`src/rtl/prog_timer_if.sv`:
```
// Register-style control/status bundle for prog_timer.
// master drives prescale/load/mode/enable/irq_clear; slave returns toggled/expired/busy/irq.
interface prog_timer_if #(
    parameter int CHANNELS = 2,
    parameter int WIDTH    = 24,
    parameter int PRE_W    = 8
);
    logic [PRE_W-1:0]    prescale;
    logic [WIDTH-1:0]    load_value;
    logic [CHANNELS-1:0] ch_load;
    logic [CHANNELS-1:0] ch_periodic;
    logic [CHANNELS-1:0] ch_enable;
    logic [CHANNELS-1:0] irq_clear;
    logic [CHANNELS-1:0] toggled;
    logic [CHANNELS-1:0] expired;
    logic [CHANNELS-1:0] busy;
    logic [CHANNELS-1:0] irq_status;
    logic                irq;

    modport master (
        output prescale, load_value, ch_load, ch_periodic, ch_enable, irq_clear,
        input  toggled, expired, busy, irq_status, irq
    );

    modport slave (
        input  prescale, load_value, ch_load, ch_periodic, ch_enable, irq_clear,
        output toggled, expired, busy, irq_status, irq
    );
endinterface

```
`src/rtl/prog_timer.sv`:
```
// Multi-channel programmable timer: shared free-running prescaler, per-channel down-counters.
// Ports: clock, reset_n (async low), bus (prog_timer_if.slave). Optional IRQ flags: TIMER_IRQ_EN.
module prog_timer #(
    parameter int CHANNELS = 2,
    parameter int WIDTH    = 24,
    parameter int PRE_W    = 8
) (
    input logic         clock,
    input logic         reset_n,
    prog_timer_if.slave bus
);
    typedef enum logic {IDLE, RUN} state_e;

    logic [PRE_W-1:0]    pre_cnt_q, pre_cnt_d;
    logic                tick;
    state_e              state_q  [CHANNELS];
    logic [WIDTH-1:0]    cnt_q    [CHANNELS];
    logic [WIDTH-1:0]    reload_q [CHANNELS];
    logic [CHANNELS-1:0] toggled_q;
    logic [CHANNELS-1:0] expired_q;
    logic [CHANNELS-1:0] exp_evt;
    logic [CHANNELS-1:0] busy_d;

    // >= so that lowering prescale while running takes effect at once
    assign tick      = (pre_cnt_q >= bus.prescale);
    assign pre_cnt_d = tick ? '0 : pre_cnt_q + 1'b1;

    // Expiry event; a load in the same cycle suppresses it
    always_comb begin
        exp_evt = '0;
        busy_d  = '0;
        for (int i = 0; i < CHANNELS; i++) begin
            busy_d[i]  = (state_q[i] == RUN);
            exp_evt[i] = (state_q[i] == RUN) && !bus.ch_load[i] && tick
                       && bus.ch_enable[i] && (cnt_q[i] == '0);
        end
    end

    always_ff @(posedge clock or negedge reset_n) begin
        if (!reset_n) begin
            pre_cnt_q <= '0;
            toggled_q <= '0;
            expired_q <= '0;
            for (int i = 0; i < CHANNELS; i++) begin
                state_q[i]  <= IDLE;
                cnt_q[i]    <= '0;
                reload_q[i] <= '0;
            end
        end else begin
            pre_cnt_q <= pre_cnt_d;
            expired_q <= exp_evt;
            for (int i = 0; i < CHANNELS; i++) begin
                unique case (state_q[i])
                    IDLE: begin
                        if (bus.ch_load[i]) begin
                            cnt_q[i]    <= bus.load_value;
                            reload_q[i] <= bus.load_value;
                            state_q[i]  <= RUN;
                        end
                    end
                    RUN: begin
                        if (bus.ch_load[i]) begin
                            cnt_q[i]    <= bus.load_value;
                            reload_q[i] <= bus.load_value;
                        end else if (tick && bus.ch_enable[i]) begin
                            if (cnt_q[i] != '0) begin
                                cnt_q[i] <= cnt_q[i] - 1'b1;
                            end else begin
                                toggled_q[i] <= ~toggled_q[i];
                                if (bus.ch_periodic[i]) begin
                                    cnt_q[i] <= reload_q[i];
                                end else begin
                                    state_q[i] <= IDLE;
                                end
                            end
                        end
                    end
                    default: state_q[i] <= IDLE;
                endcase
            end
        end
    end

    assign bus.toggled = toggled_q;
    assign bus.expired = expired_q;
    assign bus.busy    = busy_d;

`ifdef TIMER_IRQ_EN
    logic [CHANNELS-1:0] irq_status_q;

    // Set wins over a clear arriving in the same clock
    always_ff @(posedge clock or negedge reset_n) begin
        if (!reset_n) begin
            irq_status_q <= '0;
        end else begin
            irq_status_q <= (irq_status_q & ~bus.irq_clear) | exp_evt;
        end
    end

    assign bus.irq_status = irq_status_q;
    assign bus.irq        = |irq_status_q;
`else
    logic irq_clear_unused;

    assign irq_clear_unused = |bus.irq_clear;
    assign bus.irq_status   = '0;
    assign bus.irq          = 1'b0;
`endif
endmodule
```
`src/flat_wrapper.sv`:
```
// flat-port wrapper written by rule: the top's interface ports become plain ports
module prog_timer_flat 
#(
    parameter int CHANNELS = 2,
    parameter int WIDTH    = 24,
    parameter int PRE_W    = 8
)
  (clock, reset_n, bus_prescale, bus_load_value, bus_ch_load, bus_ch_periodic, bus_ch_enable, bus_irq_clear, bus_toggled, bus_expired, bus_busy, bus_irq_status, bus_irq);
  prog_timer_if #(.CHANNELS(CHANNELS), .WIDTH(WIDTH), .PRE_W(PRE_W)) bus_i ();
  input logic clock;
  input logic reset_n;
  input wire logic [$bits(bus_i.prescale)-1:0] bus_prescale;
  input wire logic [$bits(bus_i.load_value)-1:0] bus_load_value;
  input wire logic [$bits(bus_i.ch_load)-1:0] bus_ch_load;
  input wire logic [$bits(bus_i.ch_periodic)-1:0] bus_ch_periodic;
  input wire logic [$bits(bus_i.ch_enable)-1:0] bus_ch_enable;
  input wire logic [$bits(bus_i.irq_clear)-1:0] bus_irq_clear;
  output wire logic [$bits(bus_i.toggled)-1:0] bus_toggled;
  output wire logic [$bits(bus_i.expired)-1:0] bus_expired;
  output wire logic [$bits(bus_i.busy)-1:0] bus_busy;
  output wire logic [$bits(bus_i.irq_status)-1:0] bus_irq_status;
  output wire logic [$bits(bus_i.irq)-1:0] bus_irq;
  assign bus_i.prescale = bus_prescale;
  assign bus_i.load_value = bus_load_value;
  assign bus_i.ch_load = bus_ch_load;
  assign bus_i.ch_periodic = bus_ch_periodic;
  assign bus_i.ch_enable = bus_ch_enable;
  assign bus_i.irq_clear = bus_irq_clear;
  assign bus_toggled = bus_i.toggled;
  assign bus_expired = bus_i.expired;
  assign bus_busy = bus_i.busy;
  assign bus_irq_status = bus_i.irq_status;
  assign bus_irq = bus_i.irq;
  prog_timer #(.CHANNELS(CHANNELS), .WIDTH(WIDTH), .PRE_W(PRE_W)) u_core (.clock(clock), .reset_n(reset_n), .bus(bus_i));
endmodule
```
`config.mk`:
```
export PLATFORM = sky130hd
export DESIGN_NAME = prog_timer_flat
export DESIGN_NICKNAME = d
export VERILOG_FILES = /design/src/rtl/prog_timer_if.sv /design/src/rtl/prog_timer.sv /design/src/flat_wrapper.sv
export SDC_FILE = /design/constraint.sdc
export NUM_CORES = 1
export LEC_CHECK = 0
export CAP_MARGIN = 30
export CELL_PAD_IN_SITES_DETAIL_PLACEMENT = 0
export CELL_PAD_IN_SITES_GLOBAL_PLACEMENT = 1
export CORE_MARGIN = 4
export CORE_UTILIZATION = 25
export DETAILED_ROUTE_END_ITERATION = 8
export DONT_BUFFER_PORTS = 1
export GPL_TIMING_DRIVEN = 0
export MAX_ROUTING_LAYER = met4
export PLACE_DENSITY_LB_ADDON = 0.3
export SYNTH_ARGS = -nofsm -noshare
export SYNTH_HDL_FRONTEND = slang
export SYNTH_SLANG_ARGS = --single-unit
```
`constraint.sdc`:
```
create_clock -name clock -period 7.09 [get_ports clock]
set_input_delay 1.418 -clock clock [delete_from_list [all_inputs] [get_ports clock]]
set_output_delay 1.418 -clock clock [all_outputs]
set_load 0.05 [all_outputs]
```
==> flow_metrics.tcl <==
set metrics [dict create \
    ys.flop_type "dfrtp_1" \
    cts_hold_buf 0 \
    grt_first_pass_wirelength_um 32200 \
    synth_top_cells_by_area "dfrtp_1, mux2_2, nand2_1, nor2_1, ha_1" \
    timing.critical_path.cells "inv_1 -> ha_1 -> o21ai_0 -> a211o_1 -> o21bai_1 -> clkbuf_1 -> nand3_1 -> a21o_1 -> a32o_1" \
    cts_num_sinks 110 \
    cts_htree_levels 3 \
    die_x_um 167 \
    die-height_um 167 \
    critPathRequiredTime_ns 7.34 \
    final.period_utilization_pct 55.3 \
    cts_post_setup_buffers_inserted 0 \
    worst-setup-path-type "in2reg" \
    floorplan.die_area_mm2 0.0279 \
    timing.max_slew.rel_slack_pct 42.5 \
    initial_core_utilization_pct 25.7 \
    synth_seq_cells 110 \
    timing_worst_slew_pin_value_ns 0.862 \
    synth.largest_area_cell "dfrtp_1" \
    reg2reg_setup_slack_ns 3.78 \
    port-buffer-count 0 \
    power.density_mw_per_mm2 253 \
    drt_pass_1_iters 5 \
    route.detailed.drc 0 \
    ys_seq_area_share_pct 43.5 \
    number_of_global_route_vias_before_repair 5247 \
    met1_length_um 9890 \
    hold_viol 0 \
    final_max_slew_viol_count 0 \
    place_congestion 0.873 \
    post_cts_resize_count 0 \
    critical_path.startpoint_type "primary input" \
    hold_path.class "reg2reg" \
    synthesis.area_mm2 0.00632 \
    numCtsBuffers 9 \
    min_period_ns 3.92 \
    i_o_pins 51 \
    crit_fanout 10 \
    finalNonFillerCells 1016 \
    initialDrtViolationCount 321 \
    post_route_cells_drive_above_1_share_pct 12.6 \
    worstHoldEndpoint "u_core.reload_q[46]" \
    syn-instance-count 675 \
    wl_met2_um 9360 \
    synth-edff-count 0 \
    cts_max_path_buffers 2 \
    worst_ep_arrival_time_ns 4.18 \
    ir_drop_v 0.000101 \
    multi_input_comb_area_mm2 0.00331 \
    postSynthAreaPerCell_um2 9.36 \
    gr-usage-all-layers_pct 15.4 \
    drtAntennaViolNets 0 \
    n_antenna_cell 0 \
    post-dp-hpwl_um 14900 \
    coreArea_mm2 0.0246 \
    area.sequential_mm2 0.00275 \
    gr-total-overflow 0 \
    design.final.nets 743 \
    ys_types 68 \
    route.detailed.wl_per_inst_um 20.4 \
    hp-start "u_core.reload_q[46]" \
    antenna_found_initial 0 \
    cts_tree "yes" \
    finalClockSkew_ns 0.0119 \
    num_vias 5162 \
    report.final.setup_viol 0 \
    final.fill_count 2666 \
    grt_max_degree 111 \
    crit_path_end_kind "flop" \
    synthesis_to_finish_area_growth_pct 11.0 \
    critical_path.max_stage_delay_ns 0.66 \
    row_count 57 \
    clkTransAtPathRegs_ns 0.07 \
    critical_path.reg2reg.startpoint "u_core.pre_cnt_q[2]" \
    max_freq_mhz 255 \
    grt_setup_unrepaired "false" \
    rr_endpoint "u_core.cnt_q[39]" \
    highest_layer "met4" \
    crit_path_top_delay_cell "o21bai_1" \
    drt_wl_total_um 20700 \
    synth_warnings 0 \
    clk_lat_worst_skew_ns 0.37 \
    power.static_leakage_nw 2.69 \
    maxCapViolations 0 \
    clockRootBuffer "clkbuf_16" \
    setup_total_negative_slack_ns 0 \
    async_flop_share_pct 100 \
    post-synth-top-area-fraction_pct 43.5 \
    hold_depth 1 \
    timing.reg2reg.worst_path_depth 8 \
    outcome "finished clean" \
    dp.cells 1001 \
    met3WireLength_um 1210 \
    post_drt_via_cell_ratio 5.08 \
]
-- routing by layer --
metal  vias up  GRT usage [%]
li1       2488              -
met1      2558           20.6
met2       101           23.2
met3        15           4.67
met4         0           2.99
met5         -              -
-- cell type report --
| type | count | share of cell area (%) |
|---|---|---|
| multi-input cells | 505 | 47.2 |
| flip-flops and latches | 110 | 39.2 |
| well taps | 324 | 5.78 |
| clock buffers | 11 | 3.32 |
| plain buffers | 43 | 2.78 |
| inverters | 19 | 1.02 |
| clock inverters | 4 | 0.696 |
-- state kept, by name, indices dropped and copies added, names as in the netlist --
name / count
u_core.bus.busy: 2
u_core.bus.expired: 2
u_core.bus.toggled: 2
u_core.cnt_q: 48
u_core.pre_cnt_q: 8
u_core.reload_q: 48
-- power by group --
part           switching [mW]  internal (mW)
Combinational           0.230          0.184
Clock                   0.246          0.273
Sequential              0.108          0.733
Total                   0.583           1.19
-- kinds of logic (layout without fill, tap and decap cells) --
logic type | after synthesis | in the layout | share of synthesized area, %
AOI/OAI and AO/OA | 166 | 166 | 17.9
xor gates and xnor gates | 26 | 26 | 3.60
adders and majority gates | 13 | 13 | 2.57
buffers and inverters | 62 | 77 | 4.22
DFF | 110 | 110 | 43.5
muxes | 46 | 46 | 8.19
other | 1 | 3 | 0.0593
and+or+nand+nor | 251 | 251 | 19.9
-- worst max-delay path: cells and delay by family --
family	cells	cell delay (ns)
adders and majority gates	1	0.25
buffers and inverters	2	0.60
and+or+nand+nor	1	0.35
AOI/OAI and AO/OA	5	1.55
-- metrics by stage --
stage	hold WS (ns)	worst slack (ns)	power [mW]	utilization (%)	area, µm²
2_1_floorplan	0.468	3.82	1.15	-	6330
3_3_place_gp	0.490	2.72	1.26	27.4	6730
3_5_place_dp	0.492	2.75	1.27	27.4	6730
4_1_cts	0.513	3.13	1.79	28.5	7020
5_1_grt	0.520	2.97	1.89	28.5	7020
6_report	0.510	3.17	1.77	28.5	7020
-- cell usage after synthesis (all sizes together) (4+ instances only) --
master,instances
a211oi,5
a21oi,29
a22o,8
a2bb2oi,4
a31oi,19
and3,6
buf,16
clkbuf,27
dfrtp,110
ha,13
inv,18
mux2,46
nand2,75
nand2b,5
nand3,21
nand4,7
nor2,57
nor3,25
nor3b,4
nor4,17
o211ai,16
o21a,7
o21ai,35
o22a,4
o311ai,6
o31ai,5
or3,12
or4,7
xnor2,15
xor2,11
-- layout by cell type, fill, tap and decap left out, types with 4 or more instances in the layout --
| cell | instances |
|---|---|
| nor3b_1 | 4 |
| o211ai_1 | 16 |
| nor4_1 | 16 |
| a21oi_1 | 29 |
| o311ai_0 | 4 |
| clkbuf_16 | 9 |
| a31oi_1 | 19 |
| nand3_1 | 21 |
| o22a_1 | 4 |
| nor3_1 | 21 |
| or3_1 | 12 |
| o31ai_1 | 4 |
| o21ai_0 | 32 |
| nor2_1 | 57 |
| ha_1 | 13 |
| xor2_1 | 11 |
| or4_1 | 6 |
| nand2b_1 | 5 |
| buf_4 | 4 |
| xnor2_1 | 15 |
| clkbuf_1 | 29 |
| nor3_2 | 4 |
| dfrtp_1 | 110 |
| mux2_2 | 46 |
| o21a_1 | 7 |
| and3_1 | 6 |
| a22o_1 | 7 |
| nand2_1 | 75 |
| nand4_1 | 5 |
| buf_2 | 9 |
| a211oi_1 | 5 |
| inv_1 | 18 |
| a2bb2oi_1 | 4 |
-- worst max-delay path by stage --
stage | startpoint | to | slack, ns | cells past startpoint
final | bus_prescale[2] | u_core.cnt_q[39] | 3.17 | 9
after floorplan | bus_prescale[2] | u_core.cnt_q[39] | 3.82 | 9
after detailed placement | bus_prescale[2] | u_core.cnt_q[39] | 2.75 | 9
after CTS | bus_prescale[2] | u_core.cnt_q[39] | 3.13 | 9
after global routing | bus_prescale[3] | u_core.cnt_q[39] | 2.97 | 9
after global placement | bus_prescale[2] | u_core.cnt_q[39] | 2.72 | 9
Note: power is estimated with default switching activity, not from simulation.
